--- config.mk ---
export PLATFORM = sky130hd
export DESIGN_NAME = cov_fetch_load
export DESIGN_NICKNAME = d
export VERILOG_FILES = /design/src/rtl/mvdr_pkg.sv /design/src/rtl/cov_diag_load.sv /design/src/rtl/cov_fetch_load.sv
export SDC_FILE = /design/constraint.sdc
export NUM_CORES = 1
export LEC_CHECK = 0
export CAP_MARGIN = 30
export CORE_MARGIN = 1.5
export CORE_UTILIZATION = 41
export DETAILED_ROUTE_END_ITERATION = 7
export GPL_TIMING_DRIVEN = 0
export SYNTH_ARGS = -nofsm -noshare
export SYNTH_HDL_FRONTEND = slang
export SYNTH_SLANG_ARGS = --single-unit
export TNS_END_PERCENT = 10
--- constraint.sdc ---
create_clock -name clk -period 3.6 [get_ports clk]
set_input_delay 0.54 -clock clk [delete_from_list [all_inputs] [get_ports clk]]
set_output_delay 0.54 -clock clk [all_outputs]
set_load 0.03 [all_outputs]
--- src/rtl/mvdr_pkg.sv ---
// Shared constants, Q1.15 limits and FSM state type for the MVDR covariance path.
package mvdr_pkg;
   localparam int DW    = 16;
   localparam int NMICS = 4;
   localparam int NELEM = NMICS * NMICS;
   localparam int NBINS = 129;

   localparam logic signed [DW-1:0] Q_MAX = {1'b0, {(DW-1){1'b1}}};
   localparam logic signed [DW-1:0] Q_MIN = {1'b1, {(DW-1){1'b0}}};

   typedef enum logic [1:0] {IDLE, FETCH, DRAIN, STREAM} state_t;

   localparam logic [3:0] DIAG0 = 4'd0;
   localparam logic [3:0] DIAG1 = 4'd5;
   localparam logic [3:0] DIAG2 = 4'd10;
   localparam logic [3:0] DIAG3 = 4'd15;

   function automatic logic is_diag(input logic [3:0] idx);
      return (idx == DIAG0) || (idx == DIAG1) || (idx == DIAG2) || (idx == DIAG3);
   endfunction
endpackage

--- src/rtl/cov_diag_load.sv ---
// Conditioning datapath: saturating diagonal load, optional Hermitian mirror (COV_HERM_EN).
module cov_diag_load
   import mvdr_pkg::*;
#(
   parameter int DW = mvdr_pkg::DW,
   parameter logic signed [DW-1:0] DELTA = 16'sd328
) (
   input  logic [3:0]           elem_idx,
   input  logic signed [DW-1:0] elem_re,
   input  logic signed [DW-1:0] elem_im,
   input  logic signed [DW-1:0] tran_re,
   input  logic signed [DW-1:0] tran_im,
   output logic signed [DW-1:0] cond_re,
   output logic signed [DW-1:0] cond_im
);
   logic signed [DW:0]   sum;
   logic signed [DW-1:0] diag_re;

   assign sum = {elem_re[DW-1], elem_re} + {DELTA[DW-1], DELTA};

   always_comb begin
      diag_re = sum[DW-1:0];
      if (sum[DW] != sum[DW-1]) diag_re = sum[DW] ? Q_MIN : Q_MAX;
   end

`ifdef COV_HERM_EN
   logic                 lower;
   logic signed [DW-1:0] neg_im;

   assign lower  = elem_idx[3:2] > elem_idx[1:0];
   assign neg_im = (tran_im == Q_MIN) ? Q_MAX : -tran_im;

   always_comb begin
      cond_re = elem_re;
      cond_im = elem_im;
      if (is_diag(elem_idx)) begin
         cond_re = diag_re;
         cond_im = '0;
      end else if (lower) begin
         cond_re = tran_re;
         cond_im = neg_im;
      end
   end
`else
   logic unused_tran;
   assign unused_tran = ^{tran_re, tran_im};

   always_comb begin
      cond_re = elem_re;
      cond_im = elem_im;
      if (is_diag(elem_idx)) begin
         cond_re = diag_re;
         cond_im = '0;
      end
   end
`endif
endmodule

--- src/rtl/cov_fetch_load.sv ---
// Fetches one bin's 4x4 covariance, applies diagonal loading and streams it row-major.
// Optional Hermitian output via COV_HERM_EN (see cov_diag_load).
module cov_fetch_load
   import mvdr_pkg::*;
#(
   parameter int DW    = mvdr_pkg::DW,
   parameter int NBINS = mvdr_pkg::NBINS,
   parameter logic signed [DW-1:0] DELTA = 16'sd328
) (
   input  logic                 clk,
   input  logic                 rst_n,
   input  logic [7:0]           req_bin,
   input  logic                 req_valid,
   output logic                 req_ready,
   output logic                 bad_bin,
   output logic [7:0]           rd_bin,
   output logic [3:0]           rd_elem,
   output logic                 rd_en,
   input  logic signed [DW-1:0] rd_re,
   input  logic signed [DW-1:0] rd_im,
   input  logic                 rd_valid,
   output logic signed [DW-1:0] m_re,
   output logic signed [DW-1:0] m_im,
   output logic [3:0]           m_elem,
   output logic [7:0]           m_bin,
   output logic                 m_valid,
   output logic                 m_last,
   input  logic                 m_ready,
   output logic                 busy
);
   localparam logic [8:0] NBINS_W = 9'(NBINS);

   state_t               state, state_nxt;
   logic [3:0]           cap_cnt;
   logic                 accept, bad, cap_en;
   logic [3:0]           nxt_elem, tr_elem;
   logic signed [DW-1:0] buf_re [NELEM];
   logic signed [DW-1:0] buf_im [NELEM];
   logic signed [DW-1:0] c_re, c_im;

   always_comb begin
      state_nxt = state;
      accept    = 1'b0;
      bad       = 1'b0;
      cap_en    = ((state == FETCH) || (state == DRAIN)) && rd_valid;
      // First STREAM cycle loads element 0; afterwards the register pre-loads the next beat.
      nxt_elem  = m_valid ? m_elem + 4'd1 : 4'd0;
      tr_elem   = {nxt_elem[1:0], nxt_elem[3:2]};
      case (state)
         IDLE: begin
            if (req_valid && req_ready) begin
               if ({1'b0, req_bin} >= NBINS_W) begin
                  bad = 1'b1;
               end else begin
                  accept    = 1'b1;
                  state_nxt = FETCH;
               end
            end
         end
         FETCH:   if (rd_elem == 4'd15) state_nxt = DRAIN;
         DRAIN:   state_nxt = STREAM;
         STREAM:  if (m_valid && m_ready && m_last) state_nxt = IDLE;
         default: state_nxt = IDLE;
      endcase
   end

   always_ff @(posedge clk or negedge rst_n) begin
      if (!rst_n) state <= IDLE;
      else        state <= state_nxt;
   end

   always_ff @(posedge clk or negedge rst_n) begin
      if (!rst_n) begin
         req_ready <= 1'b1;
         busy      <= 1'b0;
         bad_bin   <= 1'b0;
         rd_en     <= 1'b0;
         rd_bin    <= '0;
         rd_elem   <= '0;
         cap_cnt   <= '0;
         m_valid   <= 1'b0;
         m_last    <= 1'b0;
         m_re      <= '0;
         m_im      <= '0;
         m_elem    <= '0;
         m_bin     <= '0;
      end else begin
         req_ready <= (state_nxt == IDLE);
         busy      <= (state_nxt != IDLE);
         bad_bin   <= bad;
         if (accept) begin
            rd_bin  <= req_bin;
            rd_elem <= '0;
            rd_en   <= 1'b1;
            cap_cnt <= '0;
         end else if (state == FETCH) begin
            if (rd_elem == 4'd15) begin
               rd_en   <= 1'b0;
               rd_elem <= '0;
            end else begin
               rd_elem <= rd_elem + 4'd1;
            end
         end
         if (cap_en) cap_cnt <= cap_cnt + 4'd1;
         if ((state == STREAM) && (!m_valid || m_ready)) begin
            if (m_valid && m_last) begin
               m_valid <= 1'b0;
               m_last  <= 1'b0;
            end else begin
               m_valid <= 1'b1;
               m_elem  <= nxt_elem;
               m_last  <= (nxt_elem == 4'd15);
               m_re    <= c_re;
               m_im    <= c_im;
               if (!m_valid) m_bin <= rd_bin;
            end
         end
      end
   end

   always_ff @(posedge clk) begin
      if (cap_en) begin
         buf_re[cap_cnt] <= rd_re;
         buf_im[cap_cnt] <= rd_im;
      end
   end

   cov_diag_load #(.DW(DW), .DELTA(DELTA)) u_diag (
      .elem_idx (nxt_elem),
      .elem_re  (buf_re[nxt_elem]),
      .elem_im  (buf_im[nxt_elem]),
      .tran_re  (buf_re[tr_elem]),
      .tran_im  (buf_im[tr_elem]),
      .cond_re  (c_re),
      .cond_im  (c_im)
   );
endmodule

; Word level (Yosys, flattened, before mapping)
; Memories as Yosys holds them, arrays and structs flattened.
; Cells that the tools add are included.
[totals]
register_bits = 68
mem_bits_rw = 512
input_bits = 45
output_inout_bits = 62
word_cells = 81
n_memories = 2
[op_classes]
addsub = 4
n_lt_le_gt_ge = 1
eq_ne = 8
n_mux = 28
n_bitwise = 2
n_reduce_logical = 22
[memory_table]
columns = memory, words, word_bits, rd, rd_ports_with_merged_regs, write_ports, line
row1 = buf_im, 16, 16, 1, 0, 1, cov_fetch_load.sv:38  ; logic signed [DW-1:0] buf_im [NELEM];
row2 = buf_re, 16, 16, 1, 0, 1, cov_fetch_load.sv:37  ; logic signed [DW-1:0] buf_re [NELEM];
[ops]
columns = operator, n
row1 = $mux 16, 4
row2 = $mux 4, 6
row3 = $add 16x10->17 const B, 1
row4 = $mux 1, 13
row5 = $add 4x1->4 const B, 3
row6 = $eq 4x4->1 const B, 3
row7 = $ge 8x8->1 const B, 1
row8 = $mux 2, 4
row9 = $pmux 2 s4, 1
row10 = $reduce_bool 2->1, 4
row11 = $logic_and 1x1->1, 6
row12 = $logic_or 1x1->1, 5
row13 = $eq 2x2->1 const B, 2
row14 = $eq 4x3->1 const B, 1
row15 = $logic_not 2->1, 2
row16 = $logic_not 4->1, 1
row17 = $reduce_and 2->1, 2
row18 = $reduce_and 3->1, 1
row19 = $eq 2x1->1 const B, 1
row20 = $not 1->1, 2
row21 = $logic_not 1->1, 1
row22 = $ne 1x1->1, 1

; Depth between registers and ports, before layout
[logic_depth]
ltp_word = 7
depth_mapped = 17
ltp_nobuf = 12

; Hierarchy
; A second synthesis with hierarchy kept.
[hier_totals]
hier_cells = 2211
hier_area_um2 = 29256.8
[by_module_without_submodules]
columns = mod, n_inst, cells_each, area_per_inst_um2, seq_area_each_um2
row1 = cov_fetch_load, 1, 2111, 28609.9, 17077.6
row2 = cov_diag_load, 1, 100, 646.9, 0.0

; Worst setup path before layout
; No wires, ideal clock.
[synth_timing]
path_type = register -> register
start = register m_elem[0]
end = register m_re[5]
setup_ns = 0.126
arrival_time_ns = 3.794
t_required_ns = 3.474
path_slack_ns = -0.320
path_stages_with_launch = 16
n_path_buf = 3
synth_period_minus_slack_ns = 3.920
path_cell_list = dfrtp_1 ha_1 nand2_1 clkbuf_1 o22ai_1 o21a_1 or4_4 inv_2 ha_1 nor4_1 o2111a_1 o21ba_1 buf_6 a31o_1 buf_6 o32a_1
[synth_between]
elab_chain_len = 7
elab_cells_between_ends = 15
[synth_rtl]
columns = item, line
row1 = start: declaration, cov_fetch_load.sv:24  ; output logic [3:0] m_elem,
row2 = start signal: assignment, cov_fetch_load.sv:111  ; m_elem <= nxt_elem;
row3 = $add 4x1->4 *, cov_fetch_load.sv:47  ; nxt_elem = m_valid ? m_elem + 4'd1 : 4'd0;
row4 = $mux 4 *, cov_fetch_load.sv:47
row5 = "$mem_v2 16x16, or another cell as far along", --
row6 = $add 16x10->17 / $logic_or 1x1->1 (equally long branches), "cov_diag_load.sv:19, mvdr_pkg.sv:19"
row7 = "$mux 16, or another cell as far along", cov_diag_load.sv:23  ; if (sum[DW] != sum[DW-1]) diag_re = sum[DW] ? Q_MIN : Q_MAX;
row8 = $mux 16 / $logic_or 1x1->1 (equally long branches), "cov_diag_load.sv:23, mvdr_pkg.sv:19"
row9 = $mux 16 *, cov_diag_load.sv:51  ; if (is_diag(elem_idx)) begin
row10 = end signal: assignment, cov_fetch_load.sv:113  ; m_re <= c_re;
row11 = end: declaration, cov_fetch_load.sv:22  ; output logic signed [DW-1:0] m_re,
; Mark *: on every way between the ends. The rest lies on a longest branch, timed or not.
; A chain may end at the register's enable or synchronous reset.

; Final worst setup path
[layout_timing]
start = register m_elem[2]
end = register m_re[8]
; The elaborated chain is that of the path after synthesis.

==> out/metrics.csv <==
metric;value;unit
antenna_found_initial;4;
dr.first_iter.drc_count;1889;
io_pins;107;
slowest_delay;540;ps
hpwl;44700;µm
drv_slew;0;
cts_buffers;58;
dp.cells;2438;
via_per_inst;6.02;
track_usage;0.243;
setup-tns-final;0;ps
dr.pass1.iters;8;
wl;72400;µm
clkLatencyLatePin;640;ps
fin_worst_skew;24.5;ps
outcome;finished clean;
grt_pass1_wl;105000;µm
fp.dieH;242;µm
cts_buffer_depth;3;
cts-root-buf;clkbuf_16;
core;56500;µm²
hold_violations;0;
crit_path_top_delay_cell;dfrtp_1;
register_area;17100;µm²
cp-start-kind;flop;
fin_cells;2601;
max_slew.worst_pin.slew;964;ps
power.density;909;nW/µm²
cts_tree;built;
grt_max_degree;61;
syn_area;23400;µm²
port_buffers;106;
fin_area;28900;µm²
antenna_left;0;
power;26.2;mW
post-route-util;0.511;
clock_sinks;580;
gp_congestion;0.852;
critical_path_class;reg2reg;
hold_class;in2async;
postSynthAreaPerCell;15.0;µm²
fmax;0.278;GHz
drc;0;
n_antenna_cell;0;
initial_core_util;0.415;
wl_per_cell;27.8;µm
crit_buf_inv;3;
ir_worst_vdd;0.505;mV
period_needed;3600;ps
gr-total-overflow;0;
async_reset_ff_frac;0.117;
ys.warnings.count;0;
required;4100;ps
grt_setup_unrepaired;yes;
synth-seq-cells;580;
finalSetupViolCount;0;
cp_top_family;compound AO/OA/AOI/OAI gates;
synth_nets;1614;
worst_setup_path_end_kind;flop;
num_vias;15700;
max_slew_margin;0.358;
n_fill_cell;4748;
die_x;242;µm
leakage;9.76;nW
max_cap_viol_count;0;
final_nets;1852;
area_growth_syn_to_layout;23.1;%
synth_edf_count;512;
drive_gt1_frac;0.220;
dpl_cell_area;25900;µm²
die_area;58600;µm²
clkSlewWorstSetupHoldPaths;60;ps
arrival;4100;ps
syn_inst;1558;
multi_input_area;6170;µm²
row_count;87;
h-tree-depth;2;
crit_fanout;10;
cp_cell_sequence;clkbuf_4 -> nand2_1 -> a21oi_2 -> o221ai_1 -> nand4_1 -> inv_2 -> ha_4 -> a2111oi_4 -> nor2_1 -> o21ba_4 -> a31o_4 -> buf_6 -> o32a_1;
grt_pass1_vias;15400;
fin_crit_sh;0.999;
ys_types;82;
yosysSeqAreaShare;0.728;
synth_ff_type;edfxtp_1;
-- kinds of logic (layout without fill, tap and decap cells) --
family | after synthesis | count (layout) | synth area share
flops | 580 | 580 | 0.728
compound gates | 475 | 475 | 0.132
simple gates | 274 | 274 | 0.0623
buf+inv | 118 | 405 | 0.0228
mux | 93 | 93 | 0.0463
fa+ha+maj | 11 | 11 | 0.00587
xor+xnor | 7 | 7 | 0.00261
-- worst paths after layout --
path | depth (start not counted) | to | startpoint | slack (ps)
min reg2reg | 2 | m_im[14] | m_im[14] | 470
min in group clk | 2 | m_im[14] | m_im[14] | 470
max | 13 | m_re[8] | m_elem[2] | 2
max in group asynchronous | 3 | req_ready | rst_n | 2700
min | 2 | m_bin[0] | rst_n | 300
max reg2reg | 13 | m_re[8] | m_elem[2] | 2
-- final cells by class --
class,count,share of cell area
plain buffers,100,0.0268
clock inverters,32,0.0128
inverters,15,0.00217
well taps,756,0.0328
flip-flops and latches,580,0.592
clock buffers,77,0.0552
repair buffers,181,0.0648
multi-input cells,860,0.214
-- cell usage after synthesis, types with 17 or more instances --
cell type	instances	share of area
mux2i_1	18	0.0077
mux2_2	65	0.031
o21ai_0	79	0.017
o22ai_1	173	0.046
nor2_1	46	0.0074
edfxtp_1	512	0.66
and2_1	17	0.0045
clkbuf_1	60	0.0096
nand2_1	83	0.013
dfrtp_1	67	0.072
buf_2	17	0.0036
nand2b_1	26	0.0069
a21oi_1	85	0.018
-- registers in the layout, summed over array words and instances (netlist names) --
name       count
bad_bin        1
buf_im       256
buf_re       256
busy           1
cap_cnt        4
m_bin          8
m_elem         4
m_im          16
m_last         1
m_re          16
m_valid        1
rd_bin         8
rd_elem        4
rd_en          1
req_ready      1
state          2
-- what timing repair did --
action | CTS | global route
resized for setup | 143 | 55
pin swaps | 21 | 20
buffers inserted | 38 | 17
cloned | 1 | 0
hold buffers | 1 | 0
endpoints found under the setup margin | 44 | 29
endpoints found under the hold margin | 8 | 0
-- through the flow --
step	setup slack, ps	hold WS, ps
after floorplan	1.71	244
after global placement	-1880	466
after detailed placement	-1530	378
after CTS	-42.0	271
after global routing	-127	296
final	2.41	301
-- cells in the final DEF, fill, tap and decap left out, drive strengths merged, types with 5 or more instances in the layout --
master,synthesis,layout
a221oi,7,7
a21o,9,9
or3b,17,17
a211oi,15,15
mux2,70,70
o221ai,7,7
a31oi,6,6
nor2b,12,12
a22o,6,6
edfxtp,512,512
nand3,12,12
o21ai,80,80
and2,18,18
or4,10,10
o22ai,173,173
nor2,46,46
o31ai,9,9
dfrtp,67,67
clkinv,0,22
buf,43,115
mux4,5,5
nor3b,5,5
o22a,9,9
a21oi,86,86
nand2,83,83
bufinv,0,8
o2bb2ai,6,6
a22oi,12,12
mux2i,18,18
nor3,9,9
ha,11,11
clkbuf,60,136
o2111ai,6,6
clkdlybuf4s50,0,105
nand4,11,11
inv,15,16
nand2b,26,26
-- metal layers --
layer | global-route usage | share of wire
met5 | 0 | 0.00054
met4 | 0.0653 | 0.021
met3 | 0.0351 | 0.084
met2 | 0.395 | 0.48
met1 | 0.341 | 0.42
-- power breakdown --
part,internal [mW],switching (mW),leakage [nW]
Combinational,4.56,7.02,3.35
Sequential,7.94,0.419,5.43
Clock,3.68,2.63,0.975
No activity file was read; power rests on OpenSTA's default activity.
